[config.mk]
export PLATFORM = sky130hd
export DESIGN_NAME = nxn_game_engine
export DESIGN_NICKNAME = d
export VERILOG_FILES = /design/src/rtl/nxn_game_engine.sv
export SDC_FILE = /design/constraint.sdc
export NUM_CORES = 1
export LEC_CHECK = 0
export ABC_AREA = 1
export CAP_MARGIN = 10
export CORE_MARGIN = 3
export CORE_UTILIZATION = 55
export CTS_BUF_LIST = sky130_fd_sc_hd__clkbuf_4
export CTS_CLUSTER_DIAMETER = 120
export DETAILED_ROUTE_END_ITERATION = 8
export GPL_TIMING_DRIVEN = 1
export HOLD_SLACK_MARGIN = 0.12
export PLACE_DENSITY_LB_ADDON = 0.12
export SYNTH_ARGS = -nofsm -noshare
export SYNTH_HDL_FRONTEND = slang
export SYNTH_SLANG_ARGS = --single-unit
[constraint.sdc]
create_clock -name CLOCK_50 -period 2 [get_ports CLOCK_50]
set_input_delay 0.4 -clock CLOCK_50 [delete_from_list [all_inputs] [get_ports CLOCK_50]]
set_output_delay 0.4 -clock CLOCK_50 [all_outputs]
set_load 0.01 [all_outputs]
[src/rtl/nxn_game_engine.sv]
// rtl/nxn_game_engine.sv - N x N tic-tac-toe referee with a scanning computer opponent
module nxn_win_check #(
  parameter int BOARD_N = 3
) (
  input  logic [BOARD_N*BOARD_N-1:0] board,
  output logic                       win
);
  logic [BOARD_N-1:0] rowFull;
  logic [BOARD_N-1:0] colFull;
  logic [BOARD_N-1:0] diagBits;
  logic [BOARD_N-1:0] antiBits;

  for (genvar r = 0; r < BOARD_N; r++) begin : g_line
    logic [BOARD_N-1:0] colBits;
    for (genvar c = 0; c < BOARD_N; c++) begin : g_col
      assign colBits[c] = board[c*BOARD_N + r];
    end
    assign rowFull[r]  = &board[r*BOARD_N +: BOARD_N];
    assign colFull[r]  = &colBits;
    assign diagBits[r] = board[r*BOARD_N + r];
    assign antiBits[r] = board[r*BOARD_N + BOARD_N - 1 - r];
  end

  assign win = (|rowFull) || (|colFull) || (&diagBits) || (&antiBits);
endmodule

module nxn_game_engine #(
  parameter int BOARD_N        = 3,
  parameter int IDX_W          = $clog2(BOARD_N*BOARD_N),
  parameter bit COMPUTER_FIRST = 1'b0
) (
  input  logic                       CLOCK_50,
  input  logic                       resetn,
  input  logic                       new_game,
  input  logic                       move_valid,
  input  logic [IDX_W-1:0]           move_idx,
  output logic                       move_ready,
  output logic                       move_err,
  output logic                       comp_move_valid,
  output logic [IDX_W-1:0]           comp_move_idx,
  output logic [BOARD_N*BOARD_N-1:0] x_board,
  output logic [BOARD_N*BOARD_N-1:0] o_board,
  output logic                       player_won,
  output logic                       computer_won,
  output logic                       game_draw,
  output logic                       busy
);
  localparam int CELLS = BOARD_N*BOARD_N;

  typedef enum logic [2:0] {
    USER_WAIT, CHECK_X, SCAN_WIN, SCAN_BLOCK, SCAN_FREE, PLACE_O, CHECK_O, DONE
  } stateT;

  stateT            state;
  logic [IDX_W-1:0] scanIdx;
  logic [CELLS-1:0] oneBit, occupied, scanBit, moveBit, placeBit;
  logic             xWin, oWin, xTryWin, oTryWin;
  logic             cellFree, scanHit, lastIdx, idxInRange, moveTaken, boardFull;

  assign oneBit     = {{(CELLS-1){1'b0}}, 1'b1};
  assign occupied   = x_board | o_board;
  assign scanBit    = oneBit << scanIdx;
  assign moveBit    = oneBit << move_idx;
  assign placeBit   = oneBit << comp_move_idx;
  assign cellFree   = ~|(occupied & scanBit);
  assign lastIdx    = (scanIdx == IDX_W'(CELLS-1));
  assign idxInRange = ({1'b0, move_idx} < (IDX_W+1)'(CELLS));
  assign moveTaken  = |(occupied & moveBit);
  assign boardFull  = &occupied;

  nxn_win_check #(.BOARD_N(BOARD_N)) uXWin    (.board(x_board),           .win(xWin));
  nxn_win_check #(.BOARD_N(BOARD_N)) uOWin    (.board(o_board),           .win(oWin));
  nxn_win_check #(.BOARD_N(BOARD_N)) uXTryWin (.board(x_board | scanBit), .win(xTryWin));
  nxn_win_check #(.BOARD_N(BOARD_N)) uOTryWin (.board(o_board | scanBit), .win(oTryWin));

  always_comb begin
    scanHit = 1'b0;
    case (state)
      SCAN_WIN:   scanHit = cellFree && oTryWin;
      SCAN_BLOCK: scanHit = cellFree && xTryWin;
      SCAN_FREE:  scanHit = cellFree;
      default:    scanHit = 1'b0;
    endcase
  end

  // move_ready/busy are registered, so they are set alongside every state change
  always_ff @(posedge CLOCK_50 or negedge resetn) begin
    if (!resetn) begin
      state           <= COMPUTER_FIRST ? SCAN_WIN : USER_WAIT;
      scanIdx         <= '0;
      x_board         <= '0;
      o_board         <= '0;
      comp_move_idx   <= '0;
      move_ready      <= 1'b0;
      move_err        <= 1'b0;
      comp_move_valid <= 1'b0;
      player_won      <= 1'b0;
      computer_won    <= 1'b0;
      game_draw       <= 1'b0;
      busy            <= 1'b0;
    end else if (new_game) begin
      state           <= COMPUTER_FIRST ? SCAN_WIN : USER_WAIT;
      scanIdx         <= '0;
      x_board         <= '0;
      o_board         <= '0;
      comp_move_idx   <= '0;
      move_ready      <= !COMPUTER_FIRST;
      move_err        <= 1'b0;
      comp_move_valid <= 1'b0;
      player_won      <= 1'b0;
      computer_won    <= 1'b0;
      game_draw       <= 1'b0;
      busy            <= COMPUTER_FIRST;
    end else begin
      move_err        <= 1'b0;
      comp_move_valid <= 1'b0;
      case (state)
        USER_WAIT: begin
          move_ready <= 1'b1;
          busy       <= 1'b0;
          if (move_valid && move_ready) begin
            if (!idxInRange || moveTaken) begin
              move_err <= 1'b1;
            end else begin
              x_board    <= x_board | moveBit;
              state      <= CHECK_X;
              move_ready <= 1'b0;
              busy       <= 1'b1;
            end
          end
        end
        CHECK_X: begin
          if (xWin) begin
            player_won <= 1'b1;
            state      <= DONE;
            busy       <= 1'b0;
          end else if (boardFull) begin
            game_draw <= 1'b1;
            state     <= DONE;
            busy      <= 1'b0;
          end else begin
            scanIdx <= '0;
            state   <= SCAN_WIN;
          end
        end
        SCAN_WIN, SCAN_BLOCK, SCAN_FREE: begin
          busy <= 1'b1;
          if (scanHit) begin
            comp_move_idx <= scanIdx;
            state         <= PLACE_O;
          end else if (lastIdx) begin
            scanIdx <= '0;
            state   <= (state == SCAN_WIN) ? SCAN_BLOCK : SCAN_FREE;
          end else begin
            scanIdx <= scanIdx + IDX_W'(1);
          end
        end
        PLACE_O: begin
          o_board         <= o_board | placeBit;
          comp_move_valid <= 1'b1;
          state           <= CHECK_O;
        end
        CHECK_O: begin
          busy <= 1'b0;
          if (oWin) begin
            computer_won <= 1'b1;
            state        <= DONE;
          end else if (boardFull) begin
            game_draw <= 1'b1;
            state     <= DONE;
          end else begin
            move_ready <= 1'b1;
            state      <= USER_WAIT;
          end
        end
        DONE: begin
          move_ready <= 1'b0;
          busy       <= 1'b0;
        end
        default: state <= USER_WAIT;
      endcase
    end
  end
endmodule

; ---- Word level (Yosys, flattened, before mapping)
; Index checks and enable logic that the tools add are counted.
[classes]
eq_ne = 18
n_addsub = 1
shift = 3
n_bitwise = 7
muxes = 55
reduce_logical = 87
order_cmp = 1
[ops]
columns = op, n
row1 = AND reduction 3 bit, 35
row2 = 2-to-1 mux 9 bit, 6
row3 = OR 9 bit, 5
row4 = 2-to-1 mux 4 bit, 8
row5 = 2-to-1 mux 3 bit, 10
row6 = OR reduction 3 bit, 9
row7 = << shifter 1 x 4 -> 9 bit (first input constant), 3
row8 = 2-to-1 mux 1 bit, 25
row9 = inequality test 3 bit (second input constant), 7
row10 = AND 9 bit, 2
row11 = nonzero test 2 bit, 9
row12 = OR reduction 9 bit, 2
row13 = one-hot mux 3 bit (5 select lines), 1
row14 = logical OR 1 bit, 13
row15 = == test 3 bit (second input constant), 4
row16 = AND reduction 9 bit, 1
row17 = one-hot mux 4 bit (2 select lines), 1
row18 = AND reduction 2 bit, 4
row19 = AND reduction 4 bit, 2
row20 = == test 3 x 2 -> 1 bit (second input constant), 2
row21 = one-hot mux 1 bit (3 select lines), 2
row22 = nonzero test 3 bit, 2
row23 = nonzero test 6 bit, 1
row24 = nonzero test 5 bit, 1
row25 = other kinds (14), 17
[word_totals]
inputBits = 8
reg_bits = 36

; ---- Depth between registers and ports, before layout
; Gate-level depths: netlist (run 1).
[logic_depth]
ltp_word = 12
mapped_depth = 14
depth_no_buf = 14

; ---- Cells and area by module
; From an unflattened synthesis (run 1), not the netlist that was laid out.
[unflattened]
hier_cells = 443
area_unflattened_um2 = 2732.6
[modules_own_cells]
columns = mod, area_per_inst_um2, seq_area_each_um2, instances, cells_per_inst
row1 = nxn_game_engine, 2417.3, 900.9, 1, 359
row2 = nxn_win_check, 78.8, 0.0, 4, 21

; ---- Worst setup path after synthesis (run 1)
; Ideal clock, no wire load.
[synth_path]
path_type = reg-to-reg
startpoint = register scanIdx[0]
endpoint = register scanIdx[1]
setup_time_ns = 0.125
required_ns = 1.875
synth_period_minus_slack_ns = 1.777
stages_incl_launch_ff = 15
slack_ns = 0.223
arrival_ns = 1.652
cell_sequence = dfrtp_1 -> ha_1 -> ha_1 -> nand2_1 -> nand2_1 -> nand2_1 -> nand2_1 -> a21boi_1 -> nand3_1 -> nand4_2 -> nand2_2 -> nand2_4 -> nand2_4 -> nand2_1 -> o21ai_1
[synth_between]
elab_chain_cells = 11
elab_cells_between_ends = 43
classes_between = add/sub: 1 / eq/ne: 2 / shift: 1 / mux: 5 / bitwise: 3 / reduce/logical: 31
[synth_rtl]
columns = item, line
row1 = from (decl), 55  ; logic [IDX_W-1:0] scanIdx;
row2 = from (signal assigned), 155  ; scanIdx <= scanIdx + IDX_W'(1);
row3 = << shifter 1 x 4 -> 9 bit, 62  ; assign scanBit = oneBit << scanIdx;
row4 = OR 9 bit (on tied branches), "73, 74"
row5 = AND reduction 3 bit (on tied branches), "18, 19"
row6 = OR reduction 3 bit, 24  ; assign win = (|rowFull) || (|colFull) || (&diagBits) || (&antiBits);
row7 = logical OR 1 bit (3 in series), 24
row8 = logical AND 1 bit (on tied branches), "80, 79"
row9 = one-hot mux 1 bit (3 select lines), 78  ; case (state)
row10 = inequality test 3 bit (no line), --
row11 = AND reduction 4 bit (no line), --
; Several ways; a longest one is shown, not always the timed one. The select of a mux whose other input is x is not followed.
; A chain may end at the register's enable or synchronous reset.

; ---- Worst setup path after layout (run 1)
[layout_path]
startpoint = register scanIdx[1]
endpoint = register scanIdx[3]
; The elaborated chain is that of the path after synthesis.

==> flow_summary.yaml, run 1 <==
sta:
  fmax_ghz: 0.471
  tns_ns: -1.01
  period_minus_slack_ns: 2.12
  rsz0062_at_grt: "yes"
  fin_skew_ns: 0.0106
  hold_violations: 0
  fin_hold_ws_ns: 0.464
  setup_ws_ns: -0.124
  maxSlewHeadroom_pct: 68.1
  worst_slew_pin_slew_ns: 0.475
  finalMaxSlewViolations: 0
  final.period_utilization_pct: 106
  setup_viol: 11
die:
  initial_core_util_pct: 59.2
  rows: 23
  die-width_um: 72.8
  core-area_mm2: 0.00414
  pin_count: 37
  chipHeight_um: 72.8
  die-area_mm2: 0.00530
route:
  vias: 2970
  ant_nets: 0
  route.final.wire_length_um: 8390
  vias_per_cell: 6.19
  wl_per_cell_um: 17.5
  drt_iter0_drc: 476
  drc: 0
  dr.pass1.iters: 6
layout:
  fill_cells: 265
  utilization_pct: 82.7
  syn2layout_area_growth_pct: 39.6
  antenna-diode-count: 0
  drive_above_1_share_pct: 23.7
  final_nets: 444
power_and_ir_drop:
  leakage_nw: 1.68
  power_density_mw_per_mm2: 557
  ir_worst_vdd_v: 0.000631
  finalPower_mw: 1.91
worst_setup_path:
  cp.required_ns: 2.27
  critPathArrivalTime_ns: 2.39
  r2r_slack_ns: -0.12
  critPathKind: "flop to flop"
  path_max_fanout: 7
  end_kind: "flop"
  start_kind: "flop"
grt:
  grt.overflow.total: 0
  grt_max_degree: 37
  grt_pass1_wl_um: 12200
  grt_usage_pct: 30.1
  grt_pass1_vias: 2554
  grt_antenna_before_repair: 0
placement:
  dp_hpwl_um: 5610
  place_ws_ns: -0.334
  portBuffers: 36
  place.gp.congestion: 0.943
yosys:
  synthesis.nets: 374
  synth_seq_cells: 36
  yosys.cell_types.count: 35
  yosys_warnings: 0
  netlist_area_mm2: 0.00245
  postSynthCellCount: 360
  synth_area_per_cell_um2: 6.82
  yosysSeqAreaShare_pct: 36.7
clock_network:
  clockBufferDepth: 2
  cts-htree-levels: 2
  clkLatencyLatePin_ns: 0.34
  cts_made_buffers: 5
  cts_tree: "done"
  root_buffer: "clkbuf_4"
  path_clk_slew_ns: 0.11
  clkSinkCount: 36
min_path:
  hp-class: "input port to flop"
run_status:
  outcome: "finished with violations"
  violations: "negative setup slack"
run:
  cap_violations: 0
==> timing repair <==
item,CTS,global route
cloned,0,1
setup endpoints to repair,11,22
setup buffers,2,5
pin swaps,1,25
resized for setup,9,66
hold buffers,1,0
endpoints found under the hold margin,36,0
==> cells in the mapped netlist (all sizes together) <==
library cell,number,area share [%]
nand2,114,18
inv,56,8.7
dfrtp,36,37
nand3,35,7.3
nor2,33,6.3
o22ai,22,5.6
a21oi,15,3.1
o21ai,12,2.4
nand4,11,3.1
ha,6,3.1
nor3,4,0.82
buf,3,0.82
or2,3,0.87
clkbuf,2,0.31
a211oi,1,0.31
a21boi,1,0.31
a31oi,1,0.26
and3,1,0.26
o2111ai,1,0.36
o32ai,1,0.36
o41ai,1,0.36
xor2,1,0.36
==> cell type report <==
type                       instances  area [um^2]  area share, %
multi-input combinational        264         1580           46.2
sequential                        36          905           26.4
timing repair buffer              67          614           17.9
inverter                          56          218           6.36
tap                               50         62.6           1.83
clock buffer                       5         37.5           1.10
clock inverter                     2         7.51          0.219
==> cell families after synthesis <==
kind of cell | Yosys count | share of synthesized area, %
XOR/XNOR | 1 | 0.357
adder cells (fa/ha/maj) | 6 | 3.06
buffers and inverters | 61 | 9.79
AO/OA/AOI/OAI | 55 | 13.1
AND/OR/NAND/NOR | 201 | 37.0
flip-flops | 36 | 36.7
==> layout by cell type, fill, tap and decap left out, types with 5 or more instances in the layout <==
cell	synthesis	final
a21oi_1	15	14
buf_4	0	27
clkbuf_4	0	5
clkdlybuf4s50_1	0	31
dfrtp_1	36	33
ha_4	0	5
inv_1	55	48
inv_2	0	5
nand2_1	109	92
nand2_2	3	14
nand2_4	2	8
nand3_1	34	27
nand3_2	1	6
nand4_1	10	10
nor2_1	28	25
o21ai_0	7	6
o22ai_1	22	19
==> sequential cells by signal (all words and copies together), names as in the netlist <==
name             count
state                3
move_err             1
move_ready           1
o_board              9
busy                 1
comp_move_idx        4
scanIdx              4
comp_move_valid      1
computer_won         1
player_won           1
game_draw            1
x_board              9
==> critical path, stage by stage (launching register included) <==
cell     delay, ns
dfrtp_2       0.47
inv_4         0.08
ha_4          0.18
nand2_2       0.09
o21ai_0       0.11
inv_1         0.11
nand4_1       0.18
nor2_4        0.19
nand4_4       0.17
nand2_4       0.12
nand2_4       0.07
nand2_4       0.12
nand2_1       0.07
o21ai_1       0.09
==> layer usage <==
metal,part of all wire (%),GRT usage (%),vias to the layer above,wire length [um]
met2,48,50.9,221,4010
met4,4.6,8.20,0,390
met3,9.8,5.65,54,826
met1,38,39.3,1370,3170
met5,0,0,-,0
li1,-,-,1325,-
==> through the flow <==
stage | cells | cell area, um^2
after detailed placement | 464 | 3020
after CTS | 474 | 3120
final | 480 | 3430
after floorplan | 360 | 2450
after global routing | 480 | 3430
after global placement | 464 | 3020
==> where the power goes <==
part / leakage [nW] / total (mW) / internal [mW] / switching [mW]
sequential: 0.491 / 0.813 / 0.765 / 0.0479
combinational: 1.16 / 0.738 / 0.256 / 0.482
clock: 0.0261 / 0.357 / 0.123 / 0.234
total: 1.68 / 1.91 / 1.14 / 0.764
==> worst paths after layout <==
kind	startpoint	end	depth (start not counted)
min in group asynchronous	resetn	o_board[6]$_DFFE_PN0P_	3
worst min register to register	player_won$_DFFE_PN0P_	player_won$_DFFE_PN0P_	2
worst max register to register	scanIdx[1]$_DFFE_PN0P_	scanIdx[3]$_DFFE_PN0P_	13
worst min-delay path	move_idx[1]	x_board[2]$_DFFE_PN0P_	3
max in group asynchronous	resetn	scanIdx[0]$_DFFE_PN0P_	3
worst max-delay path	scanIdx[1]$_DFFE_PN0P_	scanIdx[3]$_DFFE_PN0P_	13
No activity file was read; power rests on OpenSTA's default activity.
==> inputs of run 2 (changes only) <==
- CTS_CLUSTER_SIZE: not set -> 24
- clock period: 2 -> 2.5 ns (I/O delays scaled with it)
==> run 2 against run 1 <==
  * The run now ends clean
  * Cell count shrank 5.8%
  * Clock skew grew 0.0018 ns
  * Die area is the same
  * Core utilization shrank 12 points
  * Critical endpoint is now x_board[0]$_DFFE_PN0P_
  * Largest cell class unchanged
==> flow_summary.yaml, run 2 (synthesis results as in run 1) <==
worst_setup_path:
  r2r_slack_ns: 0.35
  start_kind: "input port"
  r2r_cells: 14
  crit_slowest_cell: "clkdlybuf4s50_1"
  critPathArrivalTime_ns: 2.44
  critPathKind: "input port to flop"
  end_kind: "flop"
  crit_family: "simple AND/OR/NAND/NOR gates"
  cp.required_ns: 2.78
  r2r-end: "scanIdx[1]$_DFFE_PN0P_"
  r2r-start: "scanIdx[0]$_DFFE_PN0P_"
  crit_path_max_incr_delay_ns: 0.52
  path_buf_inv: 1
  worstPathCellList: "clkdlybuf4s50_1 -> nor2_2 -> nand2_1 -> o21ai_1 -> nand4_1 -> or2_4 -> nor2_8 -> nand3_1 -> a21oi_1"
  path_max_fanout: 9
sta:
  rsz0062_at_grt: "no"
  maxSlewHeadroom_pct: 39.7
  fin_skew_ns: 0.0124
  fin_hold_ws_ns: 0.262
  finalMaxSlewViolations: 0
  setup_viol: 0
  hold_violations: 0
  fmax_ghz: 0.463
  period_minus_slack_ns: 2.16
  worst_slew_pin_slew_ns: 0.905
  final.period_utilization_pct: 86.3
grt:
  grt_antenna_before_repair: 0
  grt_usage_pct: 27.6
  grt_pass1_wl_um: 11400
  grt.overflow.total: 0
  grt_max_degree: 37
  grt_pass1_vias: 2384
power_and_ir_drop:
  power.share.clock_pct: 26.7
  ir_worst_vdd_v: 0.000424
  finalPower_mw: 1.51
  switching_power_mw: 0.542
  p_seq_share_pct: 42.8
  p_int_mw: 0.971
  power_density_mw_per_mm2: 514
  p_comb_share_pct: 30.5
  leakage_nw: 1.46
  swShare_pct: 35.8
layout:
  design_area_mm2: 0.00294
  final_common_cell: "nand2_1"
  syn2layout_area_growth_pct: 19.9
  reg_top3: "o_board (9), x_board (9)"
  drive_above_1_share_pct: 6.22
  antenna-diode-count: 0
  final_cell_mix: "109 x nand2_1, 55 x inv_1, 36 x dfrtp_1"
  final_nets: 415
clock_network:
  cts_made_buffers: 5
  cts_tree: "done"
  holdBufCountCts: 0
  clkLatencyLatePin_ns: 0.35
  cts_resized: 0
  path_clk_slew_ns: 0.12
  clockBufferDepth: 2
  cts-htree-levels: 2
  clkSinkCount: 36
  root_buffer: "clkbuf_4"
  post_cts_buffers: 0
die:
  die-width_um: 72.8
  rows: 23
  pin_count: 37
  chipHeight_um: 72.8
  initial_core_util_pct: 59.2
  core-area_mm2: 0.00414
  die-area_mm2: 0.00530
route:
  ant_nets: 0
  vias_per_cell: 5.73
  drc: 0
  drt_iter0_drc: 280
  wl_per_cell_um: 15.1
  dr.pass1.iters: 7
  route.final.wire_length_um: 6840
  vias: 2591
run_status:
  outcome: "finished clean"
placement:
  place.gp.congestion: 0.931
  place_area_mm2: 0.00287
  dp_hpwl_um: 5300
  portBuffers: 36
run:
  cap_violations: 0
min_path:
  hp-class: "input port to asynchronous set/reset pin"
## run 2: cell types whose count changed in the layout (fill, tap and decap cells not counted), moves of 4 or more
| cell | before | now |
|---|---|---|
| dlymetal6s2s_1 | 4 | 0 |
| nand2_4 | 8 | 2 |
| clkdlybuf4s50_1 | 31 | 35 |
| buf_4 | 27 | 3 |
| ha_4 | 5 | 0 |
| nand2_2 | 14 | 3 |
| nand2_1 | 92 | 109 |
| ha_1 | 1 | 6 |
| inv_2 | 5 | 0 |
| nand3_1 | 27 | 34 |
| inv_1 | 48 | 55 |
| nand3_2 | 6 | 1 |
## run 2: worst register-to-register path, cell delays in order (launching register included)
cell     delay, ns
dfrtp_1       0.45
inv_1         0.15
ha_1          0.25
nand3_2       0.13
nand2_1       0.16
nand2_1       0.07
nand3_1       0.07
o21ai_0       0.08
nand3_1       0.11
nand4_2       0.15
nand2_2       0.12
nand2_4       0.08
nand2_4       0.11
nand2_1       0.06
o21ai_1       0.08
## run 2: area by class of cell
class,instances,area [um^2]
repair buffers,39,378
inverters,56,213
multi-input cells,263,1310
well taps,50,62.6
fillers,388,1200
clock inverters,3,37.5
clock buffers,5,37.5
flip-flops and latches,36,901
## run 2: worst max path at each step
stage | from | to | depth (start not counted)
3_3_place_gp | move_idx[2] | state[1]$_DFFE_PN0P_ | 14
3_5_place_dp | move_idx[0] | x_board[8]$_DFFE_PN0P_ | 9
5_1_grt | scanIdx[0]$_DFFE_PN0P_ | state[2]$_DFFE_PN0P_ | 14
6_report | move_idx[0] | x_board[0]$_DFFE_PN0P_ | 9
2_1_floorplan | scanIdx[0]$_DFFE_PN0P_ | scanIdx[1]$_DFFE_PN0P_ | 14
4_1_cts | move_idx[0] | x_board[2]$_DFFE_PN0P_ | 9
## run 2: per-stage QoR
step / setup TNS, ns / utilization (%) / setup WS (ns) / std cells
3_5_place_dp: -0.000391 / 69.2 / -0.000391 / 444
5_1_grt: 0 / 71.0 / 0.134 / 452
4_1_cts: 0 / 71.0 / 0.374 / 452
6_report: 0 / 71.0 / 0.342 / 452
3_3_place_gp: 0 / 69.2 / 0.0544 / 444
2_1_floorplan: 0 / - / 0.723 / 360
## run 2: power by group through the flow
| stage | clock network, mW | registers (mW) | logic, mW |
|---|---|---|---|
| 2_1_floorplan | 0 | 0.656 | 0.319 |
| 3_3_place_gp | 0 | 0.658 | 0.447 |
| 3_5_place_dp | 0 | 0.657 | 0.455 |
| 4_1_cts | 0.412 | 0.646 | 0.459 |
| 5_1_grt | 0.432 | 0.651 | 0.524 |
| 6_report | 0.404 | 0.647 | 0.461 |
## run 2: routing by layer
metal	track usage, %	vias to the layer above	routed length [um]
met5	0	-	0
met4	8.61	0	136
met3	5.10	17	511
met2	43.4	134	3170
met1	38.6	1176	3020
li1	-	1264	-
==> inputs of run 3 (changes only) <==
- CORE_UTILIZATION: 55 -> 43
==> run 3 against run 2 <==
  * Hold slack lost 0.034 ns
  * Combinational power is essentially flat
  * Maximum frequency grew 0.64%
  * Count of clock-buffer cells in the layout grew 2
  * Worst setup slack gained 0.014 ns
  * Highest routed layer unchanged
  * Largest cell class unchanged
  * Die area grew 25%
  * Design area grew 0.47%
  * Core utilization shrank 15 points
  * Clock skew grew 0.0051 ns
  * Flip-flop and latch count is the same
  * Global-route usage shrank 4.6 points
  * Cell count grew 4.6%
==> flow_summary.yaml, run 3 (synthesis results as in run 1) <==
sta:
  fin_skew_ns: 0.0175
  hold_violations: 0
  rsz0062_at_grt: "no"
  setup_ws_ns: 0.356
  final.period_utilization_pct: 85.8
  period_minus_slack_ns: 2.14
  setup_viol: 0
  tns_ns: 0
  finalMaxSlewViolations: 0
  maxSlewHeadroom_pct: 44.4
  fmax_ghz: 0.466
  fin_hold_ws_ns: 0.228
  worst_slew_pin_slew_ns: 0.833
placement:
  portBuffers: 36
  place_area_mm2: 0.00290
  place_ws_ns: 0.00721
  place.gp.congestion: 0.988
  dp_hpwl_um: 5620
  place_inst: 465
grt:
  grt.overflow.total: 0
  grt_antenna_before_repair: 0
  grt_pass1_vias: 2402
  grt_pass1_wl_um: 11600
  grt_usage_pct: 23.0
  grt_max_degree: 37
layout:
  antenna-diode-count: 0
  final_cell_mix: "109 x nand2_1, 55 x inv_1, 36 x dfrtp_1"
  reg_top3: "o_board (9), x_board (9)"
  syn2layout_area_growth_pct: 20.4
  final_nets: 416
  final_common_cell: "nand2_1"
  fin_cells: 473
  layout.area.seq_um2: 901
  design_area_mm2: 0.00296
  fill_cells: 528
  utilization_pct: 55.7
  drive_above_1_share_pct: 6.70
  multiInputGateArea_mm2: 0.00131
route:
  ant_nets: 0
  drc: 0
  vias: 2571
  dr.pass1.iters: 5
  wl_per_cell_um: 15.3
  drt_iter0_drc: 248
  route.final.wire_length_um: 7260
  vias_per_cell: 5.44
power_and_ir_drop:
  p_seq_share_pct: 44.7
  p_int_mw: 0.900
  switching_power_mw: 0.548
  p_comb_share_pct: 32.1
  ir_worst_vdd_v: 0.000333
  finalPower_mw: 1.45
  swShare_pct: 37.8
  power_density_mw_per_mm2: 490
  power.share.clock_pct: 23.2
  leakage_nw: 1.46
worst_setup_path:
  path_max_fanout: 5
  critPathArrivalTime_ns: 2.42
  crit_path_max_incr_delay_ns: 0.59
  worstPathCellList: "inv_1 -> nand2_1 -> nand3_1 -> nor2_1 -> nand3_1 -> o21ai_0 -> nor2_1 -> nand3_1 -> nand2_1 -> o21ai_0"
  start_kind: "flop"
  crit_slowest_cell: "o21ai_0"
  worstSetupStartpoint: "x_board[8]$_DFFE_PN0P_"
  end_kind: "flop"
  r2r-start: "x_board[8]$_DFFE_PN0P_"
  critPathKind: "flop to flop"
  r2r_cells: 10
  cp.required_ns: 2.77
  crit_top_cell: "nand3_1"
die:
  chipHeight_um: 81.5
  pin_count: 37
  rows: 26
  die-width_um: 81.5
  initial_core_util_pct: 46.3
  die-area_mm2: 0.00665
  core-area_mm2: 0.00530
clock_network:
  holdBufCountCts: 0
  cts_made_buffers: 5
  root_buffer: "clkbuf_4"
  cts_resized: 0
  cts-htree-levels: 2
  cts_tree: "done"
  clkLatencyLatePin_ns: 0.36
  path_clk_slew_ns: 0.12
  post_cts_buffers: 0
  clkSinkCount: 36
  clockBufferDepth: 2
run_status:
  outcome: "finished clean"
min_path:
  hp-class: "input port to asynchronous set/reset pin"
run:
  cap_violations: 0
-- run 3: routing by layer --
layer	wire length (um)	global-route usage [%]	vias up
li1	-	-	1260
met1	3390	32.2	1172
met2	3200	35.1	122
met3	523	5.37	17
met4	147	7.09	0
met5	0	0	-
-- run 3: layout make-up --
| type | count | area share (%) |
|---|---|---|
| timing repair buffer | 40 | 13.0 |
| tap | 70 | 2.96 |
| multi-input combinational | 263 | 44.4 |
| sequential | 36 | 30.5 |
| clock inverter | 1 | 0.127 |
| clock buffer | 7 | 1.78 |
| inverter | 56 | 7.20 |
-- run 3: power groups by stage --
stage / Sequential [mW] / Combinational (mW) / Clock (mW)
2_1_floorplan: 0.656 / 0.319 / 0
3_3_place_gp: 0.658 / 0.459 / 0
3_5_place_dp: 0.657 / 0.462 / 0
4_1_cts: 0.646 / 0.464 / 0.343
5_1_grt: 0.654 / 0.523 / 0.362
6_report: 0.647 / 0.464 / 0.336
-- run 3: final timing paths --
| check | end | slack (ns) |
|---|---|---|
| worst max-delay path | state[0]$_DFFE_PN0P_ | 0.36 |
| min in group CLOCK_50 | game_draw$_DFFE_PN0P_ | 0.50 |
| worst min-delay path | x_board[1]$_DFFE_PN0P_ | 0.23 |
| worst min register to register | game_draw$_DFFE_PN0P_ | 0.50 |
| max in group asynchronous | move_ready$_DFFE_PN0P_ | 1.74 |
| worst max register to register | state[0]$_DFFE_PN0P_ | 0.36 |
-- run 3: worst max-delay path: cells and delay by family, from the launching register on --
kind	cells	cell delay [ns]
simple gates	7	0.76
compound gates	2	0.74
flops	1	0.43
buf+inv	1	0.13
